### config.mk
export PLATFORM = sky130hd
export DESIGN_NAME = swm_tx_arbiter
export DESIGN_NICKNAME = d
export VERILOG_FILES = /design/src/rtl/swm_tx_arbiter.sv
export SDC_FILE = /design/constraint.sdc
export NUM_CORES = 1
export LEC_CHECK = 0
export BUFFER_PORTS_ARGS = -buffer_cell sky130_fd_sc_hd__buf_4
export CAP_MARGIN = 20
export CELL_PAD_IN_SITES_DETAIL_PLACEMENT = 2
export CELL_PAD_IN_SITES_GLOBAL_PLACEMENT = 2
export CORE_MARGIN = 1
export CORE_UTILIZATION = 28
export CTS_BUF_LIST = sky130_fd_sc_hd__clkbuf_16
export DETAILED_ROUTE_END_ITERATION = 16
export PLACE_DENSITY_LB_ADDON = 0.3
export SYNTH_ARGS = -nofsm -noshare
export SYNTH_HDL_FRONTEND = slang
export SYNTH_SLANG_ARGS = --single-unit
### constraint.sdc
create_clock -name clk_in_clk -period 3.6 [get_ports clk_in_clk]
set_input_delay 0 -clock clk_in_clk [delete_from_list [all_inputs] [get_ports clk_in_clk]]
set_output_delay 0 -clock clk_in_clk [all_outputs]
set_load 0.05 [all_outputs]
### src/rtl/swm_tx_arbiter.sv
// Two-requester Avalon-ST to SerialLite III TX packet arbiter: round-robin at packet
// boundaries, one-entry output register, sticky framing and oversize error flags.
module swm_tx_arbiter #(
  parameter int MAX_PKT_WORDS = 256
) (
  input  logic        clk_in_clk,
  input  logic        reset_in_rst,
  input  logic [31:0] avalonst_sink0_data,
  input  logic        avalonst_sink0_valid,
  input  logic        avalonst_sink0_startofpacket,
  input  logic        avalonst_sink0_endofpacket,
  output logic        avalonst_sink0_ready,
  input  logic [31:0] avalonst_sink1_data,
  input  logic        avalonst_sink1_valid,
  input  logic        avalonst_sink1_startofpacket,
  input  logic        avalonst_sink1_endofpacket,
  output logic        avalonst_sink1_ready,
  output logic [63:0] data_tx,
  output logic        valid_tx,
  output logic        start_of_burst_tx,
  output logic        end_of_burst_tx,
  input  logic        ready_tx,
  input  logic        link_up,
  output logic        grant_id,
  output logic        oversize_err,
  output logic        framing_err
);

  localparam logic [0:0] IDLE = 1'b0;
  localparam logic [0:0] BUSY = 1'b1;
  localparam logic [15:0] MAX_W = 16'(MAX_PKT_WORDS);

  logic [0:0]  state;
  logic        last_served;
  logic [15:0] word_cnt;
  logic [15:0] word_cnt_inc;
  logic        out_valid;
  logic [31:0] out_data;
  logic        out_sop;
  logic        out_eop;

  logic        elig0;
  logic        elig1;
  logic        discard0;
  logic        discard1;
  logic        grant_req;
  logic        grant_sel;
  logic        g_valid;
  logic        g_sop;
  logic        g_eop;
  logic [31:0] g_data;
  logic        g_ready;
  logic        accept;

  assign elig0    = avalonst_sink0_valid && avalonst_sink0_startofpacket && link_up;
  assign elig1    = avalonst_sink1_valid && avalonst_sink1_startofpacket && link_up;
  assign discard0 = (state == IDLE) && avalonst_sink0_valid && !avalonst_sink0_startofpacket;
  assign discard1 = (state == IDLE) && avalonst_sink1_valid && !avalonst_sink1_startofpacket;

  // On a tie the requester that was not served last wins.
  always_comb begin
    grant_req = (state == IDLE) && (elig0 || elig1);
    grant_sel = 1'b0;
    if (elig0 && elig1) begin
      grant_sel = ~last_served;
    end else if (elig1) begin
      grant_sel = 1'b1;
    end
  end

  assign g_valid = grant_id ? avalonst_sink1_valid         : avalonst_sink0_valid;
  assign g_sop   = grant_id ? avalonst_sink1_startofpacket : avalonst_sink0_startofpacket;
  assign g_eop   = grant_id ? avalonst_sink1_endofpacket   : avalonst_sink0_endofpacket;
  assign g_data  = grant_id ? avalonst_sink1_data          : avalonst_sink0_data;

  assign g_ready      = (state == BUSY) && (!out_valid || ready_tx);
  assign accept       = g_ready && g_valid && !reset_in_rst;
  assign word_cnt_inc = (word_cnt == 16'hFFFF) ? word_cnt : word_cnt + 16'd1;

  always_comb begin
    avalonst_sink0_ready = 1'b0;
    avalonst_sink1_ready = 1'b0;
    if (!reset_in_rst) begin
      if (state == IDLE) begin
        avalonst_sink0_ready = discard0;
        avalonst_sink1_ready = discard1;
      end else if (grant_id) begin
        avalonst_sink1_ready = g_ready;
      end else begin
        avalonst_sink0_ready = g_ready;
      end
    end
  end

  always_ff @(posedge clk_in_clk) begin
    if (reset_in_rst) begin
      state        <= IDLE;
      grant_id     <= 1'b0;
      last_served  <= 1'b1;
      word_cnt     <= 16'd0;
      out_valid    <= 1'b0;
      out_data     <= 32'd0;
      out_sop      <= 1'b0;
      out_eop      <= 1'b0;
      oversize_err <= 1'b0;
      framing_err  <= 1'b0;
    end else begin
      if (discard0 || discard1) begin
        framing_err <= 1'b1;
      end
      if (grant_req) begin
        grant_id <= grant_sel;
        state    <= BUSY;
        word_cnt <= 16'd0;
      end
      // A simultaneous drain and load simply overwrites the register and keeps it full.
      if (accept) begin
        out_valid <= 1'b1;
        out_data  <= g_data;
        out_sop   <= g_sop;
        out_eop   <= g_eop;
        word_cnt  <= word_cnt_inc;
        if (word_cnt_inc > MAX_W) begin
          oversize_err <= 1'b1;
        end
        if (g_sop && (word_cnt != 16'd0)) begin
          framing_err <= 1'b1;
        end
        if (g_eop) begin
          state       <= IDLE;
          last_served <= grant_id;
        end
      end else if (ready_tx) begin
        out_valid <= 1'b0;
      end
    end
  end

  assign data_tx           = {32'h0, out_data};
  assign valid_tx          = out_valid && !reset_in_rst;
  assign start_of_burst_tx = out_valid && out_sop && !reset_in_rst;
  assign end_of_burst_tx   = out_valid && out_eop && !reset_in_rst;

endmodule
Yosys cells after proc, flatten, opt, wreduce, memory -nomap -nowiden
Cells that the tools add are included.

storage, ports and cells
  flip-flop bits (word level) = 56
  logic and storage cells = 69

operators by class
  add/subtract/negate cells = 1
  $lt $le $gt $ge = 1
  equality and inequality tests = 1
  muxes and demuxes = 23
  bitwise logic cells = 2
  reductions and logical operators = 31

operator list
  operator                                             number
  two-way mux 16 bit                                   3
  two-way mux 32 bit                                   1
  logical AND 1 bit                                    19
  two-way mux 1 bit                                    19
  adder 16 x 1 -> 16 bit, second input constant        1
  equality test 16 bit, second input constant          1
  > comparator 16 x 9 -> 1 bit, second input constant  1
  nonzero test 16 bit                                  1
  logical NOT 1 bit                                    4
  AND reduction 2 bit                                  2
  nonzero test 2 bit                                   2
  logical OR 1 bit                                     3
  NOT 1 bit                                            2

Depth between registers and ports, before layout
  depth in word-level cells = 7
  depth in mapped cells = 9
  mapped depth without buffers = 6

Least setup slack after synthesis
No wires, ideal clock.

  path type = reg2reg
  from = register word_cnt[1]
  to = register oversize_err
  setup time = 137 ps
  data arrival time = 2198 ps
  setup slack = 1265 ps
  cell stages (with the launch flop) = 9
  period minus slack after synthesis = 2335 ps
  cells stage by stage = dfxtp_1 > ha_1 > clkbuf_1 > nand4_1 > or4_1 > clkbuf_2 > a211o_1 > a2111oi_2 > o32ai_1

between the ends
  cells in the longest elaborated chain, start to end = 4
  elaborated cells between the ends (all ways) = 5

ends and longest elaborated chain
  what                                                                   line  RTL
  from (decl)                                                            35    logic [15:0] word_cnt;
  from (signal assigned)                                                 122   word_cnt <= word_cnt_inc;
  adder 16 x 1 -> 16 bit / equality test 16 bit (equally long branches)  78    assign word_cnt_inc = (word_cnt == 16'hFFFF) ? word_cnt : word_cnt + 16'd1;
  two-way mux 16 bit (*)                                                 78
  > comparator 16 x 9 -> 1 bit (*)                                       123   if (word_cnt_inc > MAX_W) begin
  AND reduction 2 bit (no source line) (*)                               n/a
  to (signal assigned)                                                   105   oversize_err <= 1'b0;
  to (signal assigned)                                                   124   oversize_err <= 1'b1;
  to (decl)                                                              25    output logic oversize_err,

Mark *: on every way between the ends. The rest lies on a longest branch, timed or not.
A chain may end at the register's enable or synchronous reset.

Final worst setup path
Ends and elaborated chain as after synthesis.

==> results.toml <==
[routing]
drcViolationCount = 0
wl_per_cell_um = 17.6
vias = 3148
routed_wl_um = 10900
first_pass_iters = 4
drtIter0Drc = 49
via_per_inst = 5.08
detail-route-antenna-nets = 0

[power_and_ir_drop]
power_mw = 1.55
p_clk_share_pct = 31.6
combPwrFrac_pct = 25.6
intPower_mw = 1.03
peakVddDrop_v = 0.000163
p_sw_share_pct = 33.5
p_switching_mw = 0.519
p_seq_share_pct = 42.8
power_leakage_nw = 1.64
power.density_mw_per_mm2 = 375

[placed_design]
gp_congestion = 0.808
port_buffers = 113
hpwlAfterDp_um = 8340

[cells_and_area]
final_nets = 555
diodes = 0
final_cell_mix = "116 x buf_4, 55 x dfxtp_1, 52 x nor2_1, 36 x mux2i_1, 33 x a211oi_1"
layout_commonest_cell = "buf_4"
layout-drive-gt1-share_pct = 26.7
syn_to_final_growth_pct = 29.3
final_util_pct = 37.7

[global_route]
grt_max_degree = 70
antenna_found_initial = 0
grt_use_total_pct = 19.2
grt_pass1_wl_um = 17300
grt_pass1_vias = 3334
overflow = 0

[cts]
cts_max_path_buffers = 2
cts_root_buffer = "clkbuf_16"
cts_made_buffers = 5
cts.sinks = 56
clkTransAtPathRegs_ps = 80
insertion_delay_ps = 300
cts_tree = "done"
cts.htree.levels = 2
ctsResizeCount = 0

[sta]
final.period_utilization_pct = 76.5
setup_violations = 0
worst_hold_slack_ps = 52.3
fin_tns_setup_ps = 0
finalCriticalPeriod_ps = 2750
hold_viol_final = 0
final_max_slew_viol_count = 0
tightest_slew_ps = 758
fin_worst_skew_ps = 7.41
fmax_ghz = 0.363
timing.slew.headroom_pct = 49.0
rsz0062_at_grt = "no"

[synth]
yosys.cell_types.count = 42
synth_seq_cells = 56
synth_ff_type = "dfxtp_1"
synth-edff-count = 0
syn_area_per_cell_sq_um = 8.19
ys_seq_area_share_pct = 35.0
synth-warning-count = 0
syn_area_sq_mm = 0.00320
async_flop_share_pct = 0
synthCells = 391

[setup_path]
start_kind = "register"
crit_type = "reg -> reg"
arrival_ps = 2910
worst-path-max-fanout = 16
endpoint_kind = "register"
required_ps = 3760

[floorplanning]
die_y_um = 109
die_w_um = 109
io-pin-count = 146
core_sq_mm = 0.0110
rows = 38
start_util_pct = 29.2
fp.dieArea_sq_mm = 0.0119

[outcome]
status = "complete, no violations"

[worst_hold_path]
hold_class = "in -> reg"

[flow_run]
max-cap-violations = 0
## cell families (layout without fill, tap and decap cells)
family | count (synthesis) | after routing | synth area share (%)
adder cells (fa/ha/maj) | 2 | 2 | 0.781
XOR/XNOR | 2 | 2 | 0.547
other | 1 | 32 | 0.117
buffers and inverters | 73 | 131 | 12.5
AND/OR/NAND/NOR | 127 | 127 | 20.1
AO/OA/AOI/OAI | 93 | 93 | 19.3
multiplexers | 37 | 37 | 11.6
flip-flops | 56 | 56 | 35.0
## through the flow
stage | worst slack [ps] | instances | cell area [sq um]
after floorplan | 1260 | 422 | 3320
after global placement | 1010 | 611 | 3990
after detailed placement | 894 | 611 | 3990
after CTS | 858 | 620 | 4140
after global routing | 682 | 620 | 4140
final | 847 | 620 | 4140
## registers in the layout, summed over array words and instances (netlist names)
signal        count
out_data         32
word_cnt         16
framing_err       1
grant_id          1
last_served       1
out_eop           1
out_sop           1
out_valid         1
oversize_err      1
state             1
## synth_stat cells, types with 5 or more instances
cell	number	area share, %
a21oi_1	22	3.4
mux2i_1	36	11
and2_1	5	0.98
a31oi_1	8	1.6
o21ai_0	16	2.5
a211oi_1	33	7.7
nor3_1	8	1.3
clkbuf_1	26	3.0
nand4_1	8	1.6
and3_1	5	0.98
nand2_1	10	1.2
inv_1	6	0.70
dfxtp_1	56	35
buf_4	32	7.5
nor4_1	7	1.4
nand3_1	14	2.2
nor2_1	52	6.1
## critical path, stage by stage, from the launching register on
cell and delay [ps]:
dfxtp_1 480, ha_1 360, nand4_1 120, or4_1 790
a211o_1 390, a2111oi_2 350, o32ai_1 130
## cell type report
cell class                 instances  area [sq um]
clock buffer                       5           125
timing repair buffer             117           881
fill                            1260          6840
inverter                           6          22.5
clock inverter                     3          15.0
multi-input combinational        293          1800
tap                              140           175
sequential                        56          1120
## final timing paths
| path | end | depth (start not counted) | start | slack, ps |
|---|---|---|---|---|
| min | out_data[6] | 3 | avalonst_sink0_data[6] | 50 |
| max | oversize_err | 6 | word_cnt[1] | 850 |
| min reg2reg | framing_err | 2 | framing_err | 500 |
| max reg2reg | oversize_err | 6 | word_cnt[1] | 850 |
## what timing repair did
| item | in CTS | in global routing |
|---|---|---|
| buffers inserted | 0 | 0 |
| endpoints found under the hold margin | 1 | 0 |
| hold buffers | 1 | 0 |
## layer usage
layer | GRT usage, % | vias to the layer above | part of all wire [%]
met4 | 5.31 | 0 | 1.2
met1 | 21.9 | 1520 | 42
met3 | 5.68 | 10 | 6.3
met2 | 34.3 | 91 | 51
met5 | 0 | - | 0
li1 | - | 1527 | -
## power groups by stage
stage	Clock (mW)	Combinational [mW]	Sequential, mW
finish	0.490	0.398	0.664
global placement	0	0.391	0.676
global route	0.531	0.425	0.667
CTS	0.508	0.402	0.664
detailed placement	0	0.400	0.678
floorplan	0	0.213	0.752
(Power assumes the default switching activity.)
